### src/rtl/mul_reservation_station_pkg.sv
// Shared types for the RV32M multiply reservation station and the multiplier FU.
//   cdb_t              common data bus broadcast (valid, destination tag, result)
//   mul_rs_entry_t     one station slot: operand tags, ready bits, captured data, result tags
//   mul_issue_t        operands and tags driven to the multiplier while an op is in flight
//   mul_issue_state_t  issue handshake state, with the ISSUE_* constants
//   MUL_TYPE_*         operand signedness codes understood by the multiplier
package mul_reservation_station_pkg;

  localparam int PR_WIDTH  = 6;
  localparam int ROB_WIDTH = 4;

  localparam logic [1:0] MUL_TYPE_UU = 2'b11;
  localparam logic [1:0] MUL_TYPE_SS = 2'b00;
  localparam logic [1:0] MUL_TYPE_SU = 2'b10;

  typedef struct packed {
    logic                cdb_valid;
    logic [PR_WIDTH-1:0] phys_reg;
    logic [31:0]         data;
  } cdb_t;

  typedef struct packed {
    logic                 valid;
    logic [1:0]           mul_type;
    logic [PR_WIDTH-1:0]  ps1;
    logic                 ps1_rdy;
    logic [31:0]          ps1_data;
    logic [PR_WIDTH-1:0]  ps2;
    logic                 ps2_rdy;
    logic [31:0]          ps2_data;
    logic [ROB_WIDTH-1:0] rob;
    logic [PR_WIDTH-1:0]  pd;
    logic [4:0]           rd;
  } mul_rs_entry_t;

  typedef struct packed {
    logic [1:0]           mul_type;
    logic [31:0]          a;
    logic [31:0]          b;
    logic [ROB_WIDTH-1:0] rob;
    logic [PR_WIDTH-1:0]  pd;
    logic [4:0]           rd;
  } mul_issue_t;

  typedef logic [1:0] mul_issue_state_t;
  localparam mul_issue_state_t ISSUE_IDLE    = 2'd0;
  localparam mul_issue_state_t ISSUE_BUSY    = 2'd1;
  localparam mul_issue_state_t ISSUE_RELEASE = 2'd2;

  // MUL keeps only the low word, so its signedness is irrelevant; it shares
  // the unsigned path with MULHU.
  function automatic logic [1:0] mul_type_of(input logic [2:0] funct3);
    case (funct3)
      3'b001:  return MUL_TYPE_SS;
      3'b010:  return MUL_TYPE_SU;
      default: return MUL_TYPE_UU;
    endcase
  endfunction

  // Tag 0 is x0: it never produces a result, so a broadcast on it wakes nothing.
  function automatic logic cdb_hit(input cdb_t c, input logic [PR_WIDTH-1:0] tag);
    return c.cdb_valid && (c.phys_reg == tag) && (tag != '0);
  endfunction

endpackage

### src/rtl/mul_rs_select.sv
// Lowest-index priority pick over a request vector.
//   req    in   N          request bits
//   found  out  1          any request set
//   idx    out  clog2(N)   index of the lowest set request (0 when none)
module mul_rs_select #(
  parameter int N = 4
) (
  input  logic [N-1:0]         req,
  output logic                 found,
  output logic [$clog2(N)-1:0] idx
);

  localparam int IDX_W = $clog2(N);

  // Scan from the top so the lowest set bit is written last.
  always_comb begin
    found = 1'b0;
    idx   = '0;
    for (int i = N - 1; i >= 0; i--) begin
      if (req[i]) begin
        found = 1'b1;
        idx   = IDX_W'(i);
      end
    end
  end

endmodule

### src/rtl/mul_reservation_station.sv
// Reservation station for RV32M multiplies, between rename/dispatch and the multiplier FU.
// Holds ops until both sources are captured (at dispatch or by CDB snoop), picks the
// lowest-index ready op and runs the start/done handshake with the FU.
// Ports:
//   clk, rst (sync, active-high), branch (flush, same effect as rst on the station)
//   dispatch_*  op offered by dispatch; dispatch_ready = a free entry exists
//   cdb         result broadcast used for operand wakeup
//   mul_done    FU done; mul_start/mul_type/mul_a/mul_b/mul_rob/mul_phys_reg/mul_arch_reg to FU
// Build option MUL_RS_PERF_EN adds perf_issue_cnt (ops issued) and perf_full_cnt
// (cycles dispatch was stalled by a full station); both cleared by rst only.
//
// state   | meaning
// IDLE    | no op at the FU; issue the lowest ready entry if any
// BUSY    | mul_start high, operands held until mul_done
// RELEASE | mul_start low, operands held until the FU reports done again
module mul_reservation_station
  import mul_reservation_station_pkg::*;
#(
  parameter int NUM_ENTRIES = 4
) (
  input  logic                 clk,
  input  logic                 rst,
  input  logic                 branch,
  input  logic                 dispatch_valid,
  output logic                 dispatch_ready,
  input  logic [2:0]           dispatch_funct3,
  input  logic [PR_WIDTH-1:0]  dispatch_ps1,
  input  logic [PR_WIDTH-1:0]  dispatch_ps2,
  input  logic                 dispatch_ps1_rdy,
  input  logic                 dispatch_ps2_rdy,
  input  logic [31:0]          dispatch_ps1_data,
  input  logic [31:0]          dispatch_ps2_data,
  input  logic [ROB_WIDTH-1:0] dispatch_rob,
  input  logic [PR_WIDTH-1:0]  dispatch_pd,
  input  logic [4:0]           dispatch_rd,
  input  cdb_t                 cdb,
  input  logic                 mul_done,
  output logic                 mul_start,
  output logic [1:0]           mul_type,
  output logic [31:0]          mul_a,
  output logic [31:0]          mul_b,
  output logic [ROB_WIDTH-1:0] mul_rob,
  output logic [PR_WIDTH-1:0]  mul_phys_reg,
  output logic [4:0]           mul_arch_reg
`ifdef MUL_RS_PERF_EN
  ,
  output logic [31:0]          perf_issue_cnt,
  output logic [31:0]          perf_full_cnt
`endif
);

  localparam int IDX_W = $clog2(NUM_ENTRIES);

  mul_rs_entry_t    entries [NUM_ENTRIES];
  mul_rs_entry_t    dispatch_entry;
  mul_issue_t       issue_q;
  mul_issue_state_t state;

  logic [NUM_ENTRIES-1:0] free_req;
  logic [NUM_ENTRIES-1:0] ready_req;
  logic                   free_found;
  logic                   ready_found;
  logic [IDX_W-1:0]       free_idx;
  logic [IDX_W-1:0]       ready_idx;
  logic                   dispatch_fire;
  logic                   issue_fire;

  always_comb begin
    for (int i = 0; i < NUM_ENTRIES; i++) begin
      free_req[i]  = !entries[i].valid;
      ready_req[i] = entries[i].valid && entries[i].ps1_rdy && entries[i].ps2_rdy;
    end
  end

  mul_rs_select #(.N(NUM_ENTRIES)) u_free_select (
    .req   (free_req),
    .found (free_found),
    .idx   (free_idx)
  );

  mul_rs_select #(.N(NUM_ENTRIES)) u_ready_select (
    .req   (ready_req),
    .found (ready_found),
    .idx   (ready_idx)
  );

  // Only registered occupancy counts: a slot vacated by this cycle's issue is
  // offered from the next cycle, which also keeps dispatch off the issuing entry.
  assign dispatch_ready = free_found;
  assign dispatch_fire  = dispatch_valid && free_found;
  assign issue_fire     = (state == ISSUE_IDLE) && ready_found;

  // A source broadcast in the dispatch cycle would otherwise be missed, since
  // the entry is not yet valid for snooping.
  always_comb begin
    dispatch_entry          = '0;
    dispatch_entry.valid    = 1'b1;
    dispatch_entry.mul_type = mul_type_of(dispatch_funct3);
    dispatch_entry.ps1      = dispatch_ps1;
    dispatch_entry.ps1_rdy  = dispatch_ps1_rdy;
    dispatch_entry.ps1_data = dispatch_ps1_data;
    dispatch_entry.ps2      = dispatch_ps2;
    dispatch_entry.ps2_rdy  = dispatch_ps2_rdy;
    dispatch_entry.ps2_data = dispatch_ps2_data;
    dispatch_entry.rob      = dispatch_rob;
    dispatch_entry.pd       = dispatch_pd;
    dispatch_entry.rd       = dispatch_rd;
    if (!dispatch_ps1_rdy && cdb_hit(cdb, dispatch_ps1)) begin
      dispatch_entry.ps1_rdy  = 1'b1;
      dispatch_entry.ps1_data = cdb.data;
    end
    if (!dispatch_ps2_rdy && cdb_hit(cdb, dispatch_ps2)) begin
      dispatch_entry.ps2_rdy  = 1'b1;
      dispatch_entry.ps2_data = cdb.data;
    end
  end

  always_ff @(posedge clk) begin
    if (rst || branch) begin
      for (int i = 0; i < NUM_ENTRIES; i++) begin
        entries[i] <= '0;
      end
      issue_q <= '0;
      state   <= ISSUE_IDLE;
    end else begin
      for (int i = 0; i < NUM_ENTRIES; i++) begin
        if (entries[i].valid) begin
          if (!entries[i].ps1_rdy && cdb_hit(cdb, entries[i].ps1)) begin
            entries[i].ps1_rdy  <= 1'b1;
            entries[i].ps1_data <= cdb.data;
          end
          if (!entries[i].ps2_rdy && cdb_hit(cdb, entries[i].ps2)) begin
            entries[i].ps2_rdy  <= 1'b1;
            entries[i].ps2_data <= cdb.data;
          end
        end
      end

      if (issue_fire) begin
        entries[ready_idx].valid <= 1'b0;
      end
      if (dispatch_fire) begin
        entries[free_idx] <= dispatch_entry;
      end

      case (state)
        ISSUE_IDLE: begin
          if (ready_found) begin
            issue_q.mul_type <= entries[ready_idx].mul_type;
            issue_q.a        <= entries[ready_idx].ps1_data;
            issue_q.b        <= entries[ready_idx].ps2_data;
            issue_q.rob      <= entries[ready_idx].rob;
            issue_q.pd       <= entries[ready_idx].pd;
            issue_q.rd       <= entries[ready_idx].rd;
            state            <= ISSUE_BUSY;
          end
        end
        ISSUE_BUSY: begin
          if (mul_done) state <= ISSUE_RELEASE;
        end
        ISSUE_RELEASE: begin
          if (mul_done) state <= ISSUE_IDLE;
        end
        default: state <= ISSUE_IDLE;
      endcase
    end
  end

  assign mul_start    = (state == ISSUE_BUSY);
  assign mul_type     = issue_q.mul_type;
  assign mul_a        = issue_q.a;
  assign mul_b        = issue_q.b;
  assign mul_rob      = issue_q.rob;
  assign mul_phys_reg = issue_q.pd;
  assign mul_arch_reg = issue_q.rd;

`ifdef MUL_RS_PERF_EN
  // A flush in the issue cycle cancels the transition, so it is not counted.
  always_ff @(posedge clk) begin
    if (rst) begin
      perf_issue_cnt <= '0;
      perf_full_cnt  <= '0;
    end else begin
      if (issue_fire && !branch) perf_issue_cnt <= perf_issue_cnt + 32'd1;
      if (dispatch_valid && !dispatch_ready) perf_full_cnt <= perf_full_cnt + 32'd1;
    end
  end
`endif

endmodule

### config.mk
export PLATFORM = sky130hd
export DESIGN_NAME = mul_reservation_station
export DESIGN_NICKNAME = d
export VERILOG_FILES = /design/src/rtl/mul_reservation_station_pkg.sv /design/src/rtl/mul_rs_select.sv /design/src/rtl/mul_reservation_station.sv
export SDC_FILE = /design/constraint.sdc
export NUM_CORES = 1
export LEC_CHECK = 0
export CAP_MARGIN = 20
export CORE_ASPECT_RATIO = 1.2
export CORE_MARGIN = 2
export CORE_UTILIZATION = 52
export DETAILED_ROUTE_END_ITERATION = 7
export PLACE_DENSITY = 0.77
export RECOVER_POWER = 100
export SYNTH_ARGS = -nofsm -noshare
export SYNTH_HDL_FRONTEND = slang
export SYNTH_SLANG_ARGS = --single-unit
### constraint.sdc
create_clock -name clk -period 3.65 [get_ports clk]
set_input_delay 0.365 -clock clk [delete_from_list [all_inputs] [get_ports clk]]
set_output_delay 0.365 -clock clk [all_outputs]
set_load 0.005 [all_outputs]
# --- After elaboration in Yosys (flattened, before gate mapping) ---
# Memory sizes are Yosys's and may differ from the RTL's. A register that Yosys moved wholly into a read port is not among the register bits.
# Cells that the tools add are included.
classes:
  reduce_logical: 64
  div_mod_pow: 0
  n_bitwise: 16
  n_shift: 0
  muxes: 79
  multipliers: 0
  addsub: 0
  magnitude_cmp: 0
  eq_ne: 17
ops:
  columns: ["op", "count"]
  rows:
  - ["$mux W32", 8]
  - ["$mux W33", 2]
  - ["$eq A6 B6 Y1", 10]
  - ["$reduce_bool A6 Y1", 10]
  - ["$mux W1", 56]
  - ["$logic_and A1 B1 Y1", 40]
  - ["$mux W2", 11]
  - ["$or A1 B1 Y1", 16]
  - ["$logic_not A1 Y1", 10]
  - ["$ne A2 B2 Y1 const B", 3]
  - ["$pmux W2 S3", 1]
  - ["$pmux W2 S2", 1]
  - ["$eq A3 B1 Y1 const B", 1]
  - ["$eq A3 B2 Y1 const B", 1]
  - ["$reduce_and A3 Y1", 1]
  - ["$eq A2 B1 Y1 const B", 1]
  - ["$eq A2 B2 Y1 const B", 1]
  - ["$logic_not A2 Y1", 1]
  - ["$reduce_and A2 Y1", 1]
  - ["$logic_or A1 B1 Y1", 1]
totals:
  n_memories: 1
  latch_bits: 0
  out_inout_bits: 83
  inputBits: 140
  word_cells: 178
  mem_bits_rw: 384
  reg_bits: 2
  rom_bits: 0
mem_list:
  columns: ["memory", "words", "width", "read_ports", "rd_clocked_by_memory_dff", "write_ports", "line", "rtl"]
  rows:
  - ["entries", 4, 96, 5, 1, 6, "mul_reservation_station.sv:54", "mul_rs_entry_t entries [NUM_ENTRIES];"]

# --- Logic depth before layout (Yosys ltp) ---
# Gate-level depths: netlist (run 1).
# An unclocked memory read counts as a cell.
depth:
  word_depth: 11
  depth_mapped: 9
  depth_no_buf: 6

# --- By module ---
# Synthesis (run 1) repeated with hierarchy kept, for this count alone.
unflattened:
  cells_unflattened: 1620
  hier_area_um2: 21434.3
by_module_without_submodules:
  columns: ["mod", "cells_each", "seq_area_each_um2", "area_per_inst_um2", "instances"]
  rows:
  - ["mul_reservation_station", 1606, 13152.6, 21364.2, 1]
  - ["mul_rs_select", 7, 0.0, 35.0, 2]

# --- Worst setup path after synthesis (run 1) ---
# No wires, ideal clock.
synth_path:
  path_type: "input to register"
  from: "input port cdb[33] (netlist name)"
  to: "memory entries[0][54] (netlist name), enable pin"
  setup_time_ns: 0.469
  slack_ns: -0.316
  path_buffers: 1
  required_ns: 3.181
  arrival_ns: 3.497
  path_stages: 5
  path_cell_list: "buf_2 > xor2_1 > nor4_1 > nand3_1 > o21ai_0"
synth_rtl:
  columns: ["element", "line", "rtl"]
  rows:
  - ["from (decl)", "mul_reservation_station.sv:36", "input cdb_t cdb,"]
  - ["to (decl)", "mul_reservation_station.sv:54", null]

==> flow_summary.yaml, run 1 <==
outcome:
  status: "complete, but fails checks"
  violations: "max-capacitance violations, max-slew violations"
logic_synthesis:
  syn_inst: 1842
  synthFlopType: "edfxtp_1"
  synth_area_leader_cell: "edfxtp_1"
  synth_seq_cells: 467
  synth_top_cell_area_share_pct: 52.32
  syn_area_um2: 21810
  async_flop_share_pct: 0
  synth-edff-count: 380
  synth_area_per_cell_um2: 11.84
  synthDistinctLibCells: 49
  syn-num-nets: 1982
  yosys_warnings: 0
  synthTopCellsByArea: "edfxtp_1, a22o_1, dfxtp_1"
  ys_seq_area_share_pct: 60.31
timing:
  slew_headroom_pct: -44.64
  worstMarginPinSlew_ns: 2.170
  setup_violations: 0
  hold_viol_final: 0
  timing.final.crit_period_ns: 3.179
  fmax_ghz: 0.3145
  final.setup.tns_ns: 0
  rsz0062_at_grt: "no"
  worst_clock_skew_ns: 0.01945
  slew_viol_final: 219
  fin_crit_sh_pct: 87.11
finish:
  fin_nets: 2116
  largest_register: "entries"
  drive_gt1_share_pct: 7.256
  largest_reg_flops: 384
  synthToLayoutAreaGrowth_pct: 19.38
  fillers: 3164
  final_cell_area_um2: 26040
  final_common_cell: "edfxtp_1"
  mostFrequentLayoutCells: "edfxtp_1, a22o_1, a21oi_1, clkdlybuf4s50_1, and2_1"
cts:
  ctsHoldBuffers: 0
  post_cts_resized: 0
  root_buffer: "clkbuf_16"
  path_clk_slew_ns: 0.06
  ctsHtreeMaxLevel: 2
  clock_latency_ns: 0.57
  cts.sinks: 467
  cts_tree: "built"
  cts_buffers: 46
  clockBufferDepth: 3
  post_cts_buffers: 0
worst_hold_path:
  hold_path.class: "primary input to register"
floorplan:
  fp-row-count: 82
  core_um2: 41550
  initial_core_util_pct: 52.48
  dieArea_um2: 43600
  fp.dieW_um: 190.9
  io_pins: 223
  die_h_um: 228.3
grt:
  grtUsageTotal_pct: 31.35
  grt_max_degree: 137
  antenna_found_initial: 9
  grt.overflow.total: 0
  grt_first_pass_wirelength_um: 103400
  grt_pass1_vias: 17434
worst_setup_path:
  cp_max_fo: 15
  path_class: "primary input to register"
  critPathLaunchType: "primary input"
  worstPathArrival_ns: 3.61
  cp.required_ns: 4.08
  end_kind: "register"
power:
  p_sw_uw: 2515
  power_density_nw_per_um2: 440.3
  max-vdd-ir-drop_v: 0.0003157
  p_clk_share_pct: 41.7
  p_leak_uw: 0.01053
  switching_share_pct: 21.94
  combPwrFrac_pct: 5.6
  power_uw: 11460
  seqPwrFrac_pct: 52.6
  p_int_uw: 8948
place:
  dp_hpwl_um: 40220
  postPlaceCellArea_um2: 24690
  place_congestion: 0.9302
  io_buffers: 222
detailed_routing:
  drc_errors: 0
  vias_per_cell: 6.714
  vias: 17222
  wl_per_cell_um: 27.03
  drt-initial-drc-count: 2079
  drt_first_pass_iters: 7
  ant_nets: 0
  wl_um: 69320
job:
  maxCapViolations: 4
-- stage by stage --
stage	std cells	setup WS, ns	util (%)	hold slack (ns)
after floorplan	1842	0.5724	-	0.4656
after global placement	2471	0.2463	59.40	0.5030
after detailed placement	2472	0.1905	59.43	0.5240
after CTS	2556	0.7807	63.03	0.4567
after global routing	2563	0.3425	62.64	0.4922
final	2565	0.4706	62.66	0.4789
-- routing by layer --
layer,vias up,wire (um),GRT usage (%)
li1,7409,-,-
met1,8400,24440,38.95
met2,1198,33200,50.10
met3,211,7653,6.449
met4,4,4015,19.40
met5,-,19,0
-- path summary, 6_finish.rpt --
check	start	to	slack, ns	depth (start not counted)
max	branch	entries[2][27]	0.47	6
min	mul_done	state[0]	0.48	4
max reg2reg	entries[0][47]	mul_b[29]	0.48	5
min reg2reg	mul_b[8]	mul_b[8]	0.53	2
-- cells by family after synthesis --
kind of cell	Yosys count	synth area share (%)
buffers and inverters	200	3.804
DFF	467	60.31
AOI/OAI and AO/OA	687	22.55
xor gates and xnor gates	61	2.484
and+or+nand+nor	427	10.85
-- cell usage after synthesis, types with 10 or more instances --
cell and number:
nor3_1 15, xnor2_1 10, buf_1 24, xor2_1 50, edfxtp_1 380, clkbuf_1 126, a22o_1 293, a211o_1 32
o22ai_1 80, and2_1 131, nand2_1 43, nand4_1 10, a221o_1 12, buf_2 36, and3_1 104, dfxtp_1 87
a21oi_1 157, nor4_1 11, nand3_1 19, nor2_1 74, o21ai_0 88
-- worst max-delay path: stages --
cell and delay (ns):
dlygate4sd3_1 0.56, or3b_1 0.49, or3_1 0.53, nor2_1 1.07, buf_4 0.40, a22o_1 0.18
-- power groups by stage --
stage	registers [uW]	logic, uW	clock network (uW)
2_1_floorplan	6120	279	0
6_report	6030	647	4780
5_1_grt	6050	679	5010
3_5_place_dp	6140	651	0
4_1_cts	6030	654	4820
3_3_place_gp	6130	637	0
-- area by class of cell --
class | count | area, um2 | share of cell area [%]
Inverter | 6 | 22.52 | 0.08651
Clock inverter | 25 | 257.7 | 0.9900
Tap cell | 546 | 683.2 | 2.624
Multi-Input combinational cell | 1175 | 7941 | 30.50
Antenna cell | 7 | 17.52 | 0.06728
Timing Repair Buffer | 280 | 2720 | 10.45
Sequential cell | 467 | 13150 | 50.52
Clock buffer | 59 | 1240 | 4.763
(Power assumes the default switching activity.)
==> inputs of run 2 (changes only) <==
Settings changed: CORE_UTILIZATION 52 to 55, DONT_BUFFER_PORTS set to 1, PLACE_DENSITY 0.77 to 0.73.
==> run 2 against run 1 <==
Net effect:
- the run still ends with max-capacitance violations, max-slew violations left
- wire length grew 4.5%
- first-iteration DRC count grew 1.1%
- flip-flop and latch count is the same
- highest routed layer unchanged
- utilization grew 1.1 points
- clock-buffer cell count grew 10
- hold slack lost 0.47 ns
- largest power group unchanged
==> flow_summary.yaml, run 2 (synthesis gave the netlist of run 1 again) <==
outcome:
  status: "complete, but fails checks"
  violations: "max-capacitance violations, max-slew violations"
floorplan:
  dieArea_um2: 41270
  fp-row-count: 79
  die_h_um: 222.1
  io_pins: 223
  core_um2: 38940
  fp.dieW_um: 185.8
  initial_core_util_pct: 56.00
detailed_routing:
  drt_first_pass_iters: 6
  wl_um: 72460
  drc_errors: 0
  vias: 16873
  vias_per_cell: 6.932
  wl_per_cell_um: 29.77
  drt-initial-drc-count: 2102
  ant_nets: 0
job:
  maxCapViolations: 11
place:
  place_congestion: 0.8817
  dp_hpwl_um: 39430
  io_buffers: 0
timing:
  worst_clock_skew_ns: 0.01186
  worstMarginPinSlew_ns: 2.179
  slew_viol_final: 400
  fmax_ghz: 0.2829
  hold_viol_final: 0
  slew_headroom_pct: -45.29
  rsz0062_at_grt: "no"
  timing.final.crit_period_ns: 3.535
  fin_crit_sh_pct: 96.85
  setup_violations: 0
  final.setup.tns_ns: 0
power:
  max-vdd-ir-drop_v: 0.0003836
  power_density_nw_per_um2: 451.3
  p_leak_uw: 0.009868
  power_uw: 11200
worst_setup_path:
  worstPathArrival_ns: 3.96
  r2r_cells: 6
  end_kind: "register"
  cp.required_ns: 4.08
  cp_max_fo: 23
  path_class: "register to register"
  critPathLaunchType: "register"
grt:
  grt.overflow.total: 0
  grt_pass1_vias: 17198
  antenna_found_initial: 3
  grt_first_pass_wirelength_um: 106900
  grtUsageTotal_pct: 35.05
  grt_max_degree: 82
cts:
  cts_tree: "built"
  post_cts_resized: 0
  ctsHtreeMaxLevel: 2
  cts.sinks: 467
  clock_latency_ns: 0.57
  root_buffer: "clkbuf_16"
  path_clk_slew_ns: 0.07
  clockBufferDepth: 3
  cts_buffers: 46
worst_hold_path:
  whs_path_depth: 1
  hold_path.class: "primary input to register"
finish:
  final_common_cell: "edfxtp_1"
  largest_register: "entries"
  mostFrequentLayoutCells: "edfxtp_1, a22o_1, a21oi_1, dlygate4sd3_1, and2_1"
  synthToLayoutAreaGrowth_pct: 13.77
  drive_gt1_share_pct: 6.733
  final_core_util_pct: 63.71
  largest_reg_flops: 384
  fin_nets: 2004
==> run 2: cell count changes in the layout (fill, tap and decap cells not counted), sizes merged <==
cell           previous run  this run
clkdlybuf4s50           135         0
bufinv                    5         2
clkinvlp                  2         1
clkinv                   19        13
inv                       5         6
clkbuf                   82        86
dlygate4sd3              87       128
buf                      35        23
==> run 2: cell type report <==
| cell class | instances | area, um2 |
|---|---|---|
| Multi-Input combinational cell | 1175 | 7933 |
| Inverter | 6 | 22.52 |
| Tap cell | 526 | 658.1 |
| Clock inverter | 16 | 128.9 |
| Timing Repair Buffer | 168 | 1570 |
| Fill cell | 3047 | 14130 |
| Sequential cell | 467 | 13150 |
| Antenna cell | 7 | 17.52 |
| Clock buffer | 69 | 1329 |
==> run 2: path summary, 6_finish.rpt <==
path,slack (ns),start,end
setup reg to reg,0.11,entries[0][95],entries[0][60]
hold / removal,0.007,dispatch_ps1_data[12],entries[1][66]
setup / recovery,0.11,entries[0][95],entries[0][60]
hold reg to reg,0.53,entries[0][6],mul_phys_reg[1]
==> run 2: metal layers <==
layer  global-route usage, %  vias up  routed length [um]
met5                       0        -                  13
met4                   23.42        2                5740
met3                   9.543      267                8234
met2                   56.30     1155               34300
met1                   40.88     8267               24170
li1                        -     7182                   -
==> run 2: repair_timing <==
item                                   CTS  global route
setup buffers                            0             0
hold buffers                           128             0
endpoints found under the hold margin  203             0
setup endpoints to repair                0             0
==> run 2: report_power, final <==
part           total (uW)  internal [uW]  switching, uW  leakage (uW)
sequential           6040           5960           73.8       0.00498
clock                4660           2650           2010      0.000713
combinational         498            180            318       0.00418
total               11200           8800           2400       0.00987
==> run 2: through the flow <==
| step | setup WS [ns] | hold WS (ns) | cell area (um2) | instances |
|---|---|---|---|---|
| final | 0.1148 | 0.007167 | 24810 | 2434 |
| after global routing | 0.08518 | 0.0008871 | 24810 | 2433 |
| after CTS | 0.2754 | 0.00001338 | 24940 | 2425 |
| after detailed placement | 0.7925 | 0.5211 | 22200 | 2212 |
| after global placement | 0.8941 | 0.5164 | 22200 | 2212 |
| after floorplan | 0.5724 | 0.4656 | 21810 | 1842 |
==> run 2: critical path: stages, from the launching register on <==
cell           delay, ns
dfxtp_1             0.40
nor2b_2             0.16
nand2_1             0.37
o21ai_0             1.44
buf_12              0.30
a22o_1              0.15
dlygate4sd3_1       0.55
==> inputs of run 3 (changes only) <==
Settings changed: CORE_ASPECT_RATIO 1.2 to unset.
==> run 3 against run 2 <==
Net effect:
- the run still ends with max-capacitance violations, max-slew violations left
- combinational power up 13%
- critical path depth is the same
- final cell count rose by 1.2%
- maximum frequency rose by 9.3%
- setup slack gained 0.30 ns
- global-route usage down 0.32 points
- cell area up 0.94%
- critical path type unchanged
- critical endpoint is now entries[3][62]
==> flow_summary.yaml, run 3 (synthesis gave the netlist of run 1 again) <==
outcome:
  status: "complete, but fails checks"
  violations: "max-capacitance violations, max-slew violations"
detailed_routing:
  vias: 17024
  wl_per_cell_um: 29.33
  drt_first_pass_iters: 5
  ant_nets: 0
  drt-initial-drc-count: 2403
  wl_um: 72270
  vias_per_cell: 6.909
  drc_errors: 0
floorplan:
  fp-row-count: 72
  initial_core_util_pct: 56.04
  fp.dieW_um: 203.1
  die_h_um: 203.1
  core_um2: 38920
  dieArea_um2: 41260
  io_pins: 223
grt:
  antenna_found_initial: 12
  grt_first_pass_wirelength_um: 106400
  grt_max_degree: 91
  grtUsageTotal_pct: 34.73
  grt_pass1_vias: 16630
  grt.overflow.total: 0
timing:
  whs_ns: 0.01436
  rsz0062_at_grt: "no"
  final.setup.tns_ns: 0
  fin_crit_sh_pct: 88.60
  hold_viol_final: 0
  slew_headroom_pct: -46.66
  setup_violations: 0
  fmax_ghz: 0.3092
  timing.final.crit_period_ns: 3.234
  slew_viol_final: 173
  worstMarginPinSlew_ns: 2.200
  worst_clock_skew_ns: 0.02189
finish:
  final_common_cell: "edfxtp_1"
  fin_nets: 2030
  mostFrequentLayoutCells: "edfxtp_1, a22o_1, a21oi_1, dlygate4sd3_1, and2_1"
  largest_register: "entries"
  synthToLayoutAreaGrowth_pct: 14.84
  largest_reg_flops: 384
  drive_gt1_share_pct: 7.202
worst_setup_path:
  cp.required_ns: 4.11
  critical_path.top_delay_family: "simple AND/OR/NAND/NOR gates"
  path_class: "register to register"
  cp.buffers_inverters: 2
  end_kind: "register"
  cp_max_fo: 18
  critPathLaunchType: "register"
  cp_slowest_cell: "nor2_1"
  path_cells: "nand3_1, or3_1, nor2_1, buf_4, a22o_1, dlygate4sd3_1"
  max_stage_delay_ns: 0.70
  worstPathArrival_ns: 3.69
cts:
  cts_buffers: 48
  path_clk_slew_ns: 0.06
  post_cts_resized: 0
  clockBufferDepth: 3
  cts_tree: "built"
  cts.sinks: 467
  root_buffer: "clkbuf_16"
  clock_latency_ns: 0.59
  ctsHtreeMaxLevel: 2
power:
  switching_share_pct: 22.18
  p_int_uw: 8831
  seqPwrFrac_pct: 53.2
  max-vdd-ir-drop_v: 0.0003319
  p_sw_uw: 2517
  power_uw: 11350
  p_leak_uw: 0.01000
  combPwrFrac_pct: 4.9
  p_clk_share_pct: 41.9
  power_density_nw_per_um2: 453.1
job:
  maxCapViolations: 3
place:
  io_buffers: 0
  dp_hpwl_um: 38760
  place_congestion: 0.8814
worst_hold_path:
  hold_path.class: "primary input to register"
run 3: power by group through the flow:
stage	Sequential (uW)	Combinational, uW	Clock, uW
floorplan	6120	279	0
global placement	6130	332	0
detailed placement	6140	340	0
CTS	6030	551	4770
global route	6050	589	4980
finish	6030	561	4750
run 3: per-layer routing:
| metal | track usage, % | routed length [um] | up-vias |
|---|---|---|---|
| met4 | 14.52 | 2784 | 6 |
| met5 | 0.8333 | 77 | - |
| met1 | 44.92 | 26110 | 8307 |
| met2 | 54.71 | 33010 | 1243 |
| li1 | - | - | 7267 |
| met3 | 10.34 | 10300 | 201 |
run 3: area by class of cell:
cell class | count | area (um2)
clock inverter | 17 | 120.1
timing repair buffer | 192 | 1790
clock buffer | 73 | 1378
sequential | 467 | 13150
tap | 518 | 648.1
antenna | 16 | 40.04
multi-input combinational | 1175 | 7893
fill | 2947 | 13870
inverter | 6 | 22.52
run 3: repair_timing:
action / CTS / global route
hold endpoints to repair: 360 / 1
buffers inserted: 0 / 0
hold buffers: 142 / 1
run 3: worst paths after layout:
path / start / to / slack [ns] / depth (start not counted)
worst max-delay path: entries[1][95] / entries[3][62] / 0.42 / 6
worst min register to register: entries[0][40] / mul_b[25] / 0.54 / 2
worst min-delay path: cdb[30] / entries[2][84] / 0.01 / 1
worst max register to register: entries[1][95] / entries[3][62] / 0.42 / 6
run 3: worst register-to-register path: stages, from the launching register on:
cell,delay (ns)
dfxtp_1,0.52
nand3_1,0.19
or3_1,0.51
nor2_1,0.70
buf_4,0.42
a22o_1,0.22
dlygate4sd3_1,0.55
run 3: per-stage QoR:
step                      setup WS, ns  instance area, um2  instances  utilization (%)
after floorplan                 0.5724               21810       1842                -
after global placement          0.9202               22160       2213            56.93
after detailed placement        0.8594               22170       2214            56.96
after CTS                       0.7199               25090       2446            64.46
after global routing            0.3659               25030       2460            64.33
final                           0.4162               25040       2464            64.35
